<file path="src/rtl/regfile_pkg.sv">
// Shared register-file constants and types used by the write-back arbiter.
package regfile_pkg;

    localparam int RF_AW        = 5;
    localparam int RF_DW        = 32;
    localparam int RF_NREQ      = 3;
    localparam int RF_ZERO_ADDR = 0;

    typedef logic [RF_AW-1:0] rf_addr_t;
    typedef logic [RF_DW-1:0] rf_data_t;

endpackage

</file>
<file path="src/rtl/regfile_wb_arbiter_rr.sv">
// Round-robin arbiter: combinational one-hot grant searched from ptr upward,
// plus the pointer register that moves past each granted requester.
// ptr is exported so checkers can observe the arbitration state directly.
module rr_arbiter #(
    parameter int NREQ = 3,
    parameter int PW   = $clog2(NREQ)
) (
    input  logic            clk,
    input  logic            rst_n,
    input  logic            en,
    input  logic [NREQ-1:0] req,
    output logic [NREQ-1:0] gnt,
    output logic [PW-1:0]   ptr
);

    logic          found;
    logic [PW-1:0] gnt_idx;
    logic [PW-1:0] ptr_nxt;
    int unsigned   idx;

    // Pick the first requester at or after ptr, wrapping modulo NREQ.
    always_comb begin
        gnt     = '0;
        gnt_idx = '0;
        found   = 1'b0;
        idx     = 0;
        for (int k = 0; k < NREQ; k++) begin
            idx = int'(ptr) + k;
            if (idx >= NREQ) begin
                idx = idx - NREQ;
            end
            if (en && !found && req[idx]) begin
                gnt[idx] = 1'b1;
                gnt_idx  = PW'(idx);
                found    = 1'b1;
            end
        end
    end

    // Next pointer is one past the winner, wrapping at NREQ-1.
    always_comb begin
        ptr_nxt = (gnt_idx == PW'(NREQ - 1)) ? '0 : gnt_idx + 1'b1;
    end

    // Pointer only moves on a grant; frozen otherwise.
    always_ff @(posedge clk or negedge rst_n) begin
        if (!rst_n) begin
            ptr <= '0;
        end else if (found) begin
            ptr <= ptr_nxt;
        end
    end

endmodule

</file>
<file path="src/rtl/regfile_wb_arbiter.sv">
// Write-back arbiter for the register file's single write port.
// Optional read bypass of the in-flight write: define WB_BYPASS_EN.
//
// Handshake: each requester holds req[i], its req_addr and req_data slices
// stable until ack[i] is high at a rising edge; the transfer completes at
// that edge and a new request may be presented in the following cycle.
// ack is combinational and one-hot; at most one requester wins per cycle.
module regfile_wb_arbiter
    import regfile_pkg::*;
#(
    parameter int NREQ = RF_NREQ,
    parameter int AW   = RF_AW,
    parameter int DW   = RF_DW
) (
    input  logic             clk,
    input  logic             rst_n,
    input  logic             hold,
    input  logic [NREQ-1:0]  req,
    input  logic [NREQ*AW-1:0] req_addr,
    input  logic [NREQ*DW-1:0] req_data,
    output logic [NREQ-1:0]  ack,
    output logic             rf_we,
    output logic [AW-1:0]    rf_waddr,
    output logic [DW-1:0]    rf_wdata,
    input  logic [AW-1:0]    rd_addr1,
    input  logic [AW-1:0]    rd_addr2,
    input  logic [DW-1:0]    rf_rdata1,
    input  logic [DW-1:0]    rf_rdata2,
    output logic [DW-1:0]    rdata1,
    output logic [DW-1:0]    rdata2
);

    localparam int PW = $clog2(NREQ);

    logic          arb_en;
    logic          grant;
    logic [AW-1:0] sel_addr;
    logic [DW-1:0] sel_data;
    logic [PW-1:0] arb_ptr;
    logic          unused_dbg;

    // No grant while held or while reset is asserted.
    assign arb_en = rst_n && !hold;

    rr_arbiter #(
        .NREQ (NREQ),
        .PW   (PW)
    ) u_arb (
        .clk   (clk),
        .rst_n (rst_n),
        .en    (arb_en),
        .req   (req),
        .gnt   (ack),
        .ptr   (arb_ptr)
    );

    assign grant = |ack;

    // Mux the winning requester's address and data out of the packed buses.
    always_comb begin
        sel_addr = '0;
        sel_data = '0;
        for (int i = 0; i < NREQ; i++) begin
            if (ack[i]) begin
                sel_addr = req_addr[i*AW +: AW];
                sel_data = req_data[i*DW +: DW];
            end
        end
    end

    // Registered write stage; the zero register is acked but never written.
    always_ff @(posedge clk or negedge rst_n) begin
        if (!rst_n) begin
            rf_we    <= 1'b0;
            rf_waddr <= '0;
            rf_wdata <= '0;
        end else begin
            rf_we <= grant && (sel_addr != AW'(RF_ZERO_ADDR));
            if (grant) begin
                rf_waddr <= sel_addr;
                rf_wdata <= sel_data;
            end
        end
    end

`ifdef WB_BYPASS_EN
    // Forward the staged write to a read of the same address.
    always_comb begin
        rdata1 = (rf_we && (rd_addr1 == rf_waddr)) ? rf_wdata : rf_rdata1;
        rdata2 = (rf_we && (rd_addr2 == rf_waddr)) ? rf_wdata : rf_rdata2;
    end

    assign unused_dbg = ^arb_ptr;
`else
    // Plain passthrough of the register-file read data.
    always_comb begin
        rdata1 = rf_rdata1;
        rdata2 = rf_rdata2;
    end

    assign unused_dbg = ^{arb_ptr, rd_addr1, rd_addr2};
`endif

endmodule

</file>
<file path="config.mk">
export PLATFORM = sky130hd
export DESIGN_NAME = regfile_wb_arbiter
export DESIGN_NICKNAME = d
export VERILOG_FILES = /design/src/rtl/regfile_pkg.sv /design/src/rtl/regfile_wb_arbiter_rr.sv /design/src/rtl/regfile_wb_arbiter.sv
export SDC_FILE = /design/constraint.sdc
export NUM_CORES = 1
export LEC_CHECK = 0
export ABC_AREA = 0
export BUFFER_PORTS_ARGS = -buffer_cell sky130_fd_sc_hd__buf_4
export CAP_MARGIN = 20
export CORE_AREA = 3 3 114 116
export CTS_BUF_LIST = sky130_fd_sc_hd__clkbuf_4 sky130_fd_sc_hd__clkbuf_8 sky130_fd_sc_hd__clkbuf_16
export CTS_CLUSTER_DIAMETER = 200
export DETAILED_ROUTE_END_ITERATION = 8
export DIE_AREA = 0 0 117 119
export PLACE_DENSITY = 0.59
export SYNTH_ARGS = -nofsm -noshare
export SYNTH_HDL_FRONTEND = slang
export SYNTH_HIERARCHICAL = 1
export SYNTH_SLANG_ARGS = --single-unit
</file>
<file path="constraint.sdc">
create_clock -name clk -period 2.91 [get_ports clk]
set_input_delay 0.1455 -clock clk [delete_from_list [all_inputs] [get_ports clk]]
set_output_delay 0.1455 -clock clk [all_outputs]
set_load 0.05 [all_outputs]
</file>
* Word level (Yosys, flattened, before mapping)
Cells that the tools add are included.
** Operators by class
- Add/sub/neg operators :: 6
- Multiply operators :: 0
- Divide/modulo/power cells :: 0
- $lt $le $gt $ge :: 9
- Equality and inequality tests :: 1
- Shift-type cells :: 0
- Muxes and demuxes :: 31
- Bitwise gates (word level) :: 2
- Reductions and logical operators :: 15
** Operators with widths (count)
- $mux W32 :: 6
- $ge A32 B1 Y1 const B :: 3
- $lt A32 B3 Y1 const B :: 3
- $ge A32 B2 Y1 const B :: 2
- $sub A32 B2 Y32 const B :: 2
- $mux W5 :: 3
- $logic_and A1 B1 Y1 :: 10
- $mux W1 :: 9
- $mux W3 :: 3
- $mux W2 :: 4
- $bmux W1 S2 :: 3
- $demux W1 S2 :: 3
- $or A3 B3 Y3 :: 2
- $reduce_bool A5 Y1 :: 1
- $add A2 B1 Y3 const B :: 1
- $add A2 B2 Y3 const B :: 1
- $logic_not A1 Y1 :: 3
- $reduce_or A3 Y1 :: 1
- $sub A2 B2 Y3 const B :: 1
- $add A2 B1 Y2 const B :: 1
- $eq A2 B2 Y1 const B :: 1
- $ge A2 B2 Y1 const B :: 1
** Storage, ports and cells
- Register bits :: 40
- Bits in latches :: 0
- RAM bits :: 0
- Memory bits (read-only) :: 0
- Input bits :: 191
- Output and inout bits :: 105
- Memories :: 0

* Logic depth before layout (Yosys ltp)
Gate-level depths: netlist of run 1.
- Depth after elaboration :: 19
- Gate-level depth with buffers :: 14

* Hierarchy
The synthesis of run 1 kept the hierarchy.
** By module, submodules not included
- regfile_wb_arbiter :: instances 1, cells an instance 248, area each 2493.6 um^2, seq. area each 950.9 um^2
- rr_arbiter :: instances 1, cells an instance 43, area each 356.6 um^2, seq. area each 50.0 um^2

* Worst setup path after synthesis of run 1
No wires, ideal clock.
- Kind :: register to register
- Start :: reg u_arb.ptr[0]
- End :: reg rf_wdata[14]
- Arrival :: 3.083 ns
- Required time :: 2.773 ns
- Setup slack :: -0.310 ns
- Cell stages (with the launch flop) :: 13
- Buffers on the path :: 3
- Clock period less this slack :: 3.220 ns
- Cells stage by stage :: dfrtp_1 inv_1 ha_1 nand2b_1 o21ai_1 a31oi_1 o2bb2ai_1 buf_2 inv_1 buf_4 buf_4 o22ai_2 a21oi_1
** On the way
- Elaborated cells on any way between the ends :: 50
- Classes of those cells :: 5 x add/sub; 9 x order compare; 23 x mux; 2 x bitwise; 11 x reduce/logical
** RTL lines
- from (decl) :: RTL line regfile_wb_arbiter_rr.sv:13 : output logic [PW-1:0] ptr
- from (signal assigned) :: RTL line regfile_wb_arbiter_rr.sv:50 : ptr <= ptr_nxt;
- parallel branches: the longest is 13 deep, another holds $sub A32 B2 Y32
- $mux W3 (*) :: RTL line regfile_wb_arbiter_rr.sv:32 : if (en && !found && req[idx]) begin
- net ack[2] :: RTL line regfile_wb_arbiter.sv:21 : output logic [NREQ-1:0] ack,
- $reduce_or A3 Y1 / $mux W32 (equally long branches) :: RTL line regfile_wb_arbiter.sv:57, regfile_wb_arbiter.sv:64
- to (signal assigned) :: RTL line regfile_wb_arbiter.sv:81 : rf_wdata <= sel_data;
- to (decl) :: RTL line regfile_wb_arbiter.sv:24 : output logic [DW-1:0] rf_wdata,
Mark *: on every way through the listed nets, which the timed path passes. The select of a mux whose other input is x is not followed.
A chain may end at the register's enable or synchronous reset.

* Final worst setup path of run 1
- Start :: reg u_arb.ptr[0]
- End :: reg rf_we
** On the way
- Cells in the longest elaborated chain, start to end :: 19
- Elaborated cells on any way between the ends :: 52
- Classes of those cells :: 5 x add/sub; 9 x order compare; 23 x mux; 2 x bitwise; 13 x reduce/logical
** RTL lines
- parallel branches: the longest is 13 deep, another holds $sub A32 B2 Y32
- $mux W3 (*) :: RTL line regfile_wb_arbiter_rr.sv:32
- $mux W5 (3 in a row) :: RTL line regfile_wb_arbiter.sv:64 : if (ack[i]) begin
- $reduce_bool A5 Y1 :: RTL line regfile_wb_arbiter.sv:78 : rf_we <= grant && (sel_addr != AW'(RF_ZERO_ADDR));
- $logic_and A1 B1 Y1 (*) :: RTL line regfile_wb_arbiter.sv:78
- to (signal assigned) :: RTL line regfile_wb_arbiter.sv:78
- to (decl) :: RTL line regfile_wb_arbiter.sv:22 : output logic rf_we,
Mark *: on every way between the ends. The select of a mux whose other input is x is not followed.

==> results of run 1 <==
## area by class of cell
| type | instances | area, um^2 | area share |
|---|---|---|---|
| flip-flops and latches | 40 | 1000 | 0.254 |
| repair buffers | 176 | 1340 | 0.339 |
| inverters | 7 | 26.3 | 0.00666 |
| clock buffers | 6 | 139 | 0.0352 |
| clock inverters | 2 | 38.8 | 0.00984 |
| multi-input cells | 158 | 1220 | 0.309 |
| well taps | 147 | 184 | 0.0467 |
## worst paths after layout
path | endpoint | start
max in group asynchronous | rf_wdata[26]$_DFFE_PN0P_ | rst_n
setup reg to reg | rf_we$_DFF_PN0_ | u_arb/ptr[0]$_DFFE_PN0P_
hold / removal | rf_waddr[2]$_DFFE_PN0P_ | req_addr[12]
setup / recovery | rf_we$_DFF_PN0_ | u_arb/ptr[0]$_DFFE_PN0P_
hold reg to reg | rf_waddr[2]$_DFFE_PN0P_ | rf_waddr[2]$_DFFE_PN0P_
min in group asynchronous | rf_waddr[1]$_DFFE_PN0P_ | rst_n
## synth_stat cells (4+ instances only)
master,count
nand2_1,6
a21o_1,4
buf_6,6
a21oi_1,38
clkbuf_1,5
a2bb2oi_1,5
nand3b_1,4
o22ai_2,31
o22ai_1,35
buf_2,7
ha_1,4
dfrtp_1,40
inv_1,6
mux2i_1,4
buf_4,66
## metrics by stage
stage	power, mW	area (um^2)	hold WS (ps)	TNS (ps)
2_1_floorplan	3.67	2860	-150	-16.3
3_3_place_gp	4.35	3740	288	0
3_5_place_dp	4.40	3740	286	0
4_1_cts	5.09	3930	111	0
5_1_grt	5.37	3940	143	0
6_report	5.04	3940	113	0
## registers in the layout, indices dropped and copies added (netlist names)
name       cells
u_arb/ptr      2
rf_wdata      32
rf_waddr       5
rf_we          1
## report_power, final
group | total (mW) | internal, mW | switching [mW] | leakage (nW)
combinational | 3.33 | 1.28 | 2.05 | 1.25
sequential | 1.04 | 0.855 | 0.186 | 0.446
clock | 0.665 | 0.430 | 0.235 | 0.0871
total | 5.04 | 2.56 | 2.47 | 1.79
## metal layers
| metal | GRT usage | wire length [um] | vias to the layer above |
|---|---|---|---|
| li1 | - | - | 1210 |
| met1 | 0.135 | 3320 | 1230 |
| met2 | 0.218 | 4750 | 137 |
| met3 | 0.0366 | 820 | 20 |
| met4 | 0.0401 | 140 | 0 |
| met5 | 0 | 0 | - |
## kinds of logic after synthesis
group,after synthesis,share of synthesized area
adders and majority gates,4,0.0176
muxes,4,0.0140
AOI/OAI and AO/OA,125,0.335
buffers and inverters,93,0.229
DFF,40,0.351
and+or+nand+nor,25,0.0536
## worst max-delay path, delay by kind of cell, from the launching register on
| kind | cells | cell delay [ps] |
|---|---|---|
| compound gates | 4 | 880 |
| fa+ha+maj | 1 | 300 |
| simple gates | 4 | 660 |
| flops | 1 | 410 |
| buf+inv | 2 | 290 |
## timing repair
action                                 4_1_cts  5_1_grt
hold buffers                                 1        0
gates resized for setup                      0        4
endpoints found under the hold margin       40        0
setup endpoints to repair                    0        8
==> impl_metrics.ini, run 1 <==
[outcome]
status = finished clean

[sta]
setup_viol = 0
fin_ws_ps = 244
tightest_slew_ps = 524
timing.fmax_mhz = 375
finalCritPeriodShare = 0.916
slew_viol_final = 0
grt_setup_unrepaired = false
clock_skew_ps = 3.92
finalHoldViolations = 0
period_minus_slack_ps = 2670
slew-limit-headroom = 0.651

[placed_design]
place_hpwl_um = 7030
dp.cells = 527
gp_congestion = 0.870
dp_slack_ps = 68.5
port_buffers = 157

[global_routing]
track_usage = 0.122
grt_max_degree = 41
grt_first_pass_wirelength_um = 13500
grt_pass1_vias = 2667
grt_antenna_before_repair = 0
grt_overflow = 0

[synthesis]
syn_area_um2 = 2850
synth-seq-area-share = 0.351
ys_warn_count = 6
synth_top_area_cell = dfrtp_1
ys_ff_latch = 40
async_flop_share = 1.00
yosysTopAreaCellShare = 0.351
syn_inst = 291
syn_avg_cell_area_um2 = 9.79
yosysUniqueCellTypes = 35
synth_ff_type = dfrtp_1
synth_area_leaders = dfrtp_1, buf_4, o22ai_2
synth_edf_count = 0
syn_nets = 486

[flow_run]
maxCapViolCount = 0

[finish]
final_util = 0.328
layout.nets = 583
mostFrequentLayoutCells = buf_4, dfrtp_1, a21oi_1
syn_to_final_growth_pct = 38.3
drive_above_1_share = 0.586
mostFrequentLayoutCell = buf_4
instances_no_fill = 536
fillers = 1248
diodes = 0

[clocking]
ctsRootBufferMaster = clkbuf_16
path_clk_slew_ps = 70
cts-buffers-inserted = 5
insertion_delay_ps = 280
htree_num_levels = 2
cts_tree = built
clk_path_buf_depth = 2
cts.sinks = 40
cts_setup_buffers = 0

[route]
wl_per_cell_um = 16.9
routed-via-count = 2597
drt-pass1-iter-count = 4
drc = 0
wl_um = 9040
initialDrtViolationCount = 63
vias_per_cell = 4.85
ant_nets = 0

[pwr]
irDropWorstVdd_uv = 466
power_density_nw_per_um2 = 1280
leakagePower_nw = 1.79

[floorplanning]
rows = 40
die_w_um = 117
num_io_pins = 296
fp.dieArea_um2 = 13900
fp.dieH_um = 119
fp.coreArea_um2 = 12000
initial_core_util = 0.237

[setup_path]
worstSetupPathType = register to register
critical_path.slowest_cell = a221o_1
cp-start-kind = register
cp.arrival_ps = 2830
crit_chain = inv_1 > ha_2 > nand2b_1 > o21ai_2 > nor3_2 > a221o_1 > buf_4 > a21oi_1 > a2bb2oi_1 > nor4_1 > nand2_1
r2r_slack_ps = 240
slowest_delay_ps = 420
critPathRequiredTime_ps = 3080
end_kind = register
worstRegToRegCells = 11
worstPathMaxFanout = 11

[hold_path]
hp-class = input port to register
hold_depth = 3
Note: power is estimated with default switching activity, not from simulation.
==> run 2: changes to the inputs <==
Settings changed: PLACE_DENSITY 0.59 to 0.54, SETUP_SLACK_MARGIN set to 0.5.
==> run 2 against run 1 <==
  * Sequential share of layout area down 2.5 points
  * Clock power down 6.3%
  * Global-route usage up 1.6 points
  * First-iteration DRC count down 1.6%
  * Clock-buffer cell count down 1
  * Critical path type unchanged
  * Critical endpoint is now rf_wdata[22]$_DFFE_PN0P_
  * Largest cell class unchanged
==> impl_metrics.ini, run 2 (synthesis gave the netlist of run 1 again) <==
[outcome]
status = finished clean

[sta]
finalCritPeriodShare = 0.901
setup_viol = 0
fin_ws_ps = 289
timing.fmax_mhz = 381
finalSetupTns_ps = 0
tightest_slew_ps = 500
grt_setup_unrepaired = true
clock_skew_ps = 5.98
fin_worst_hold_slack_ps = 138
slew-limit-headroom = 0.666
period_minus_slack_ps = 2620
finalHoldViolations = 0
slew_viol_final = 0

[pwr]
power_density_nw_per_um2 = 1280
switching_power_mw = 2.70
power.total_mw = 5.63
seq_power_share = 0.188
leakagePower_nw = 1.93
irDropWorstVdd_uv = 506
p_sw_frac = 0.479
p_comb_frac = 0.701
intPower_mw = 2.94
power_frac_clock = 0.111

[global_routing]
track_usage = 0.138
grt_pass1_vias = 2819
grt_first_pass_wirelength_um = 14800
grt_max_degree = 47
grt_overflow = 0
grt_antenna_before_repair = 0

[finish]
mostFrequentLayoutCells = buf_4, dfrtp_1, a21oi_1, o22ai_2, o22ai_1
syn_to_final_growth_pct = 53.8
mostFrequentLayoutCell = buf_4
final_util = 0.365
diodes = 0
layout.nets = 603
top_register = rf_wdata
drive_above_1_share = 0.658
reg_top3 = rf_wdata (32), rf_waddr (5), u_arb/ptr (2)
largest_reg_flops = 32

[clocking]
insertion_delay_ps = 280
htree_num_levels = 2
cts.sinks = 40
cts-buffers-inserted = 5
path_clk_slew_ps = 60
clk_path_buf_depth = 2
ctsRootBufferMaster = clkbuf_16
cts_tree = built

[placed_design]
port_buffers = 157
gp_congestion = 0.822
dp_slack_ps = 82.5
place_hpwl_um = 7230

[route]
wl_um = 10000
initialDrtViolationCount = 62
ant_nets = 0
vias_per_cell = 4.76
drc = 0
drt-pass1-iter-count = 4
wl_per_cell_um = 18.0
routed-via-count = 2649

[setup_path]
worstPathMaxFanout = 11
r2r-end = rf_wdata[22]$_DFFE_PN0P_
crit_cells = 10
critical_path.slowest_cell = or3_4
critical_path.endpoint = rf_wdata[22]$_DFFE_PN0P_
cp-start-kind = register
path_delay_family = compound AO/OA/AOI/OAI gates
critPathRequiredTime_ps = 3060
worstSetupPathType = register to register
r2r_slack_ps = 290
worstRegToRegCells = 10
end_kind = register
slowest_delay_ps = 490
r2r-start = u_arb/ptr[0]$_DFFE_PN0P_
crit_start = u_arb/ptr[0]$_DFFE_PN0P_
crit_chain = buf_6 > ha_4 > mux2i_4 > o22ai_4 > nor3_4 > a221o_2 > or3_4 > buf_16 > o22ai_2 > a21oi_1
cp.arrival_ps = 2780
critPathBufInv = 2

[hold_path]
min_from = req_addr[12]
hp-class = input port to register

[floorplanning]
fp.dieH_um = 119
die_w_um = 117
num_io_pins = 296
initial_core_util = 0.237
fp.coreArea_um2 = 12000
rows = 40
fp.dieArea_um2 = 13900

[flow_run]
maxCapViolCount = 0
[run 2: area by class of cell]
class	count	area [um^2]
clock inverters	3	42.5
fillers	1212	7630
multi-input cells	159	1420
repair buffers	195	1580
well taps	147	184
clock buffers	5	125
inverters	7	31.3
flip-flops and latches	40	1000
[run 2: worst reg2reg max path, stage by stage, from the launching register on]
cell     delay, ps
dfrtp_1        410
buf_6          130
ha_4           160
mux2i_4        190
o22ai_4        290
nor3_4          90
a221o_2        390
or3_4          490
buf_16         200
o22ai_2        100
a21oi_1         60
[run 2: per-stage QoR]
step	instance area, um^2	std cells
2_1_floorplan	2880	291
3_3_place_gp	3740	522
3_5_place_dp	3740	522
4_1_cts	4280	549
5_1_grt	4380	556
6_report	4380	556
[run 2: how the worst min path moves through the flow]
stage | slack (ps) | depth (start not counted) | endpoint
finish | 140 | 3 | rf_waddr[2]$_DFFE_PN0P_
global route | 140 | 3 | rf_wdata[19]$_DFFE_PN0P_
CTS | 130 | 3 | rf_waddr[2]$_DFFE_PN0P_
detailed placement | 290 | 2 | rf_wdata[22]$_DFFE_PN0P_
global placement | 290 | 2 | rf_wdata[20]$_DFFE_PN0P_
floorplan | -150 | 0 | rf_waddr[0]$_DFFE_PN0P_
[run 2: repair_timing]
item | 4_1_cts | 5_1_grt
endpoints found under the hold margin | 40 | 0
pin swaps | 7 | 7
buffers inserted | 14 | 7
gates resized for setup | 34 | 11
gates cloned | 3 | 0
hold buffers | 2 | 0
endpoints found under the setup margin | 41 | 41
[run 2: power by group through the flow]
stage | clock network, mW | registers (mW) | logic (mW)
2_1_floorplan | 0 | 1.93 | 1.77
3_3_place_gp | 0 | 1.05 | 3.35
3_5_place_dp | 0 | 1.05 | 3.38
4_1_cts | 0.653 | 1.05 | 3.92
5_1_grt | 0.685 | 1.09 | 4.21
6_report | 0.623 | 1.06 | 3.95
[run 2: layer usage]
layer / vias up / track usage / routed length [um]
met4: 0 / 0.0466 / 200
met2: 129 / 0.238 / 5180
li1: 1254 / - / -
met5: - / 0 / 0
met1: 1234 / 0.165 / 3940
met3: 32 / 0.0325 / 688
==> run 3: changes to the inputs <==
Settings changed: CORE_AREA 3 3 114 116 to 2 2 116 118, DIE_AREA 0 0 117 119 to 0 0 118 120, PLACE_DENSITY 0.54 to 0.52, SLEW_MARGIN set to 10.
==> run 3 against run 2 <==
  * Die area increased by 1.7%
  * Sequential share of layout area shrank 0.20 points
  * Clock skew is 0.82 ps higher
  * Register-to-register slack improved by 20 ps
  * Non-clock buffer count fell by 3
  * Setup slack better by 24 ps
  * Design area up 0.88%
  * Core utilization decreased by 2.4 points
  * Critical endpoint is now rf_wdata[12]$_DFFE_PN0P_
  * Largest power group unchanged
==> impl_metrics.ini, run 3 (synthesis gave the netlist of run 1 again) <==
[outcome]
status = finished clean

[clocking]
path_clk_slew_ps = 60
cts-buffers-inserted = 5
cts_tree = built
clk_path_buf_depth = 2
htree_num_levels = 2
insertion_delay_ps = 290
cts.sinks = 40
ctsRootBufferMaster = clkbuf_16

[route]
ant_nets = 0
initialDrtViolationCount = 77
drt-pass1-iter-count = 4
vias_per_cell = 4.58
wl_per_cell_um = 16.8
wl_um = 9790
drc = 0
routed-via-count = 2663

[sta]
finalCritPeriodShare = 0.892
setup_viol = 0
slew_viol_final = 0
grt_setup_unrepaired = true
fin_ws_ps = 313
finalSetupTns_ps = 0
slew-limit-headroom = 0.612
timing.fmax_mhz = 385
tightest_slew_ps = 582
clock_skew_ps = 6.80
period_minus_slack_ps = 2600
finalHoldViolations = 0

[placed_design]
port_buffers = 157
place_hpwl_um = 6800
placed_cell_area_um2 = 3770
gp_congestion = 0.844
dp.cells = 550
dp_slack_ps = 8.67

[finish]
mostFrequentLayoutCell = buf_4
mostFrequentLayoutCells = buf_4, dfrtp_1, a21oi_1
instances_no_fill = 581
largest_reg_flops = 32
layout.nets = 599
top_register = rf_wdata
final_area_um2 = 4420
diodes = 0
drive_above_1_share = 0.662
syn_to_final_growth_pct = 55.2
reg_top3 = rf_wdata (32), rf_waddr (5), u_arb/ptr (2)

[pwr]
power.total_mw = 5.63
seq_power_share = 0.186
power_density_nw_per_um2 = 1270
power_frac_clock = 0.115
p_comb_frac = 0.698
switching_power_mw = 2.70
intPower_mw = 2.93
p_sw_frac = 0.480
leakagePower_nw = 1.93
irDropWorstVdd_uv = 554

[floorplanning]
rows = 42
fp.dieH_um = 120
num_io_pins = 296
fp.dieArea_um2 = 14200
fp.coreArea_um2 = 13000
initial_core_util = 0.220
die_w_um = 118

[setup_path]
end_kind = register
cp-start-kind = register
worstSetupPathType = register to register
cp.arrival_ps = 2760
critPathRequiredTime_ps = 3070
worstPathMaxFanout = 10

[global_routing]
grt_antenna_before_repair = 0
grt_first_pass_wirelength_um = 14600
grt_overflow = 0
track_usage = 0.132
grt_pass1_vias = 2740
grt_max_degree = 51

[flow_run]
maxCapViolCount = 0

[hold_path]
hp-class = input port to register
[run 3: changes by cell type in the layout (fill, tap and decap cells not counted), moves of 2 or more]
cell	before	now
a2bb2oi_1	3	1
a2bb2oi_2	2	4
buf_16	2	0
inv_2	2	4
o22ai_1	28	33
buf_12	4	6
buf_8	1	3
o22ai_2	36	32
buf_4	183	177
[run 3: area by class of cell]
| cell class | count | area, um^2 |
|---|---|---|
| Clock buffer | 5 | 125 |
| Clock inverter | 3 | 42.5 |
| Fill cell | 1330 | 8560 |
| Inverter | 7 | 28.8 |
| Multi-Input combinational cell | 158 | 1410 |
| Sequential cell | 40 | 1000 |
| Tap cell | 176 | 220 |
| Timing Repair Buffer | 192 | 1600 |
[run 3: path summary, 6_finish.rpt]
| path | cells after the start | slack [ps] | to | from |
|---|---|---|---|---|
| setup / recovery | 10 | 310 | rf_wdata[12]$_DFFE_PN0P_ | u_arb/ptr[0]$_DFFE_PN0P_ |
| hold / removal | 3 | 80 | rf_waddr[2]$_DFFE_PN0P_ | req_addr[12] |
| setup reg to reg | 10 | 310 | rf_wdata[12]$_DFFE_PN0P_ | u_arb/ptr[0]$_DFFE_PN0P_ |
| hold reg to reg | 1 | 480 | rf_waddr[4]$_DFFE_PN0P_ | rf_waddr[4]$_DFFE_PN0P_ |
| max in group asynchronous | 3 | 1990 | u_arb/ptr[1]$_DFFE_PN0P_ | rst_n |
| min in group asynchronous | 3 | 500 | rf_waddr[4]$_DFFE_PN0P_ | rst_n |
[run 3: layer usage]
| layer | track usage | part of all wire | vias up |
|---|---|---|---|
| li1 | - | - | 1243 |
| met1 | 0.148 | 0.39 | 1271 |
| met2 | 0.217 | 0.49 | 111 |
| met3 | 0.0509 | 0.076 | 38 |
| met4 | 0.0693 | 0.037 | 0 |
| met5 | 0 | 0 | - |
[run 3: worst max-delay path, stage by stage (launching register included)]
cell	delay (ps)
dfrtp_1	410
buf_4	160
ha_4	160
mux2i_4	190
o22ai_4	260
nor2b_2	100
a221o_2	390
or3_4	450
clkbuf_16	200
o22ai_2	90
a21oi_1	50
[run 3: power groups by stage]
| stage | logic, mW | registers, mW | clock network (mW) |
|---|---|---|---|
| after detailed placement | 3.38 | 1.04 | 0 |
| after floorplan | 1.77 | 1.93 | 0 |
| after CTS | 3.67 | 1.05 | 0.686 |
| after global placement | 3.34 | 1.04 | 0 |
| final | 3.93 | 1.05 | 0.650 |
| after global routing | 4.17 | 1.08 | 0.701 |
[run 3: through the flow]
stage	util	hold WS (ps)
2_1_floorplan	-	-150
3_3_place_gp	0.291	283
3_5_place_dp	0.291	289
5_1_grt	0.341	103
6_report	0.341	78.6
4_1_cts	0.324	61.9
[run 3: repair_timing]
item	4_1_cts	5_1_grt
gates resized for setup	30	18
setup buffers	9	11
pin swaps	8	9
setup endpoints to repair	41	41
cloned	1	1
hold buffers	1	0
endpoints found under the hold margin	40	0
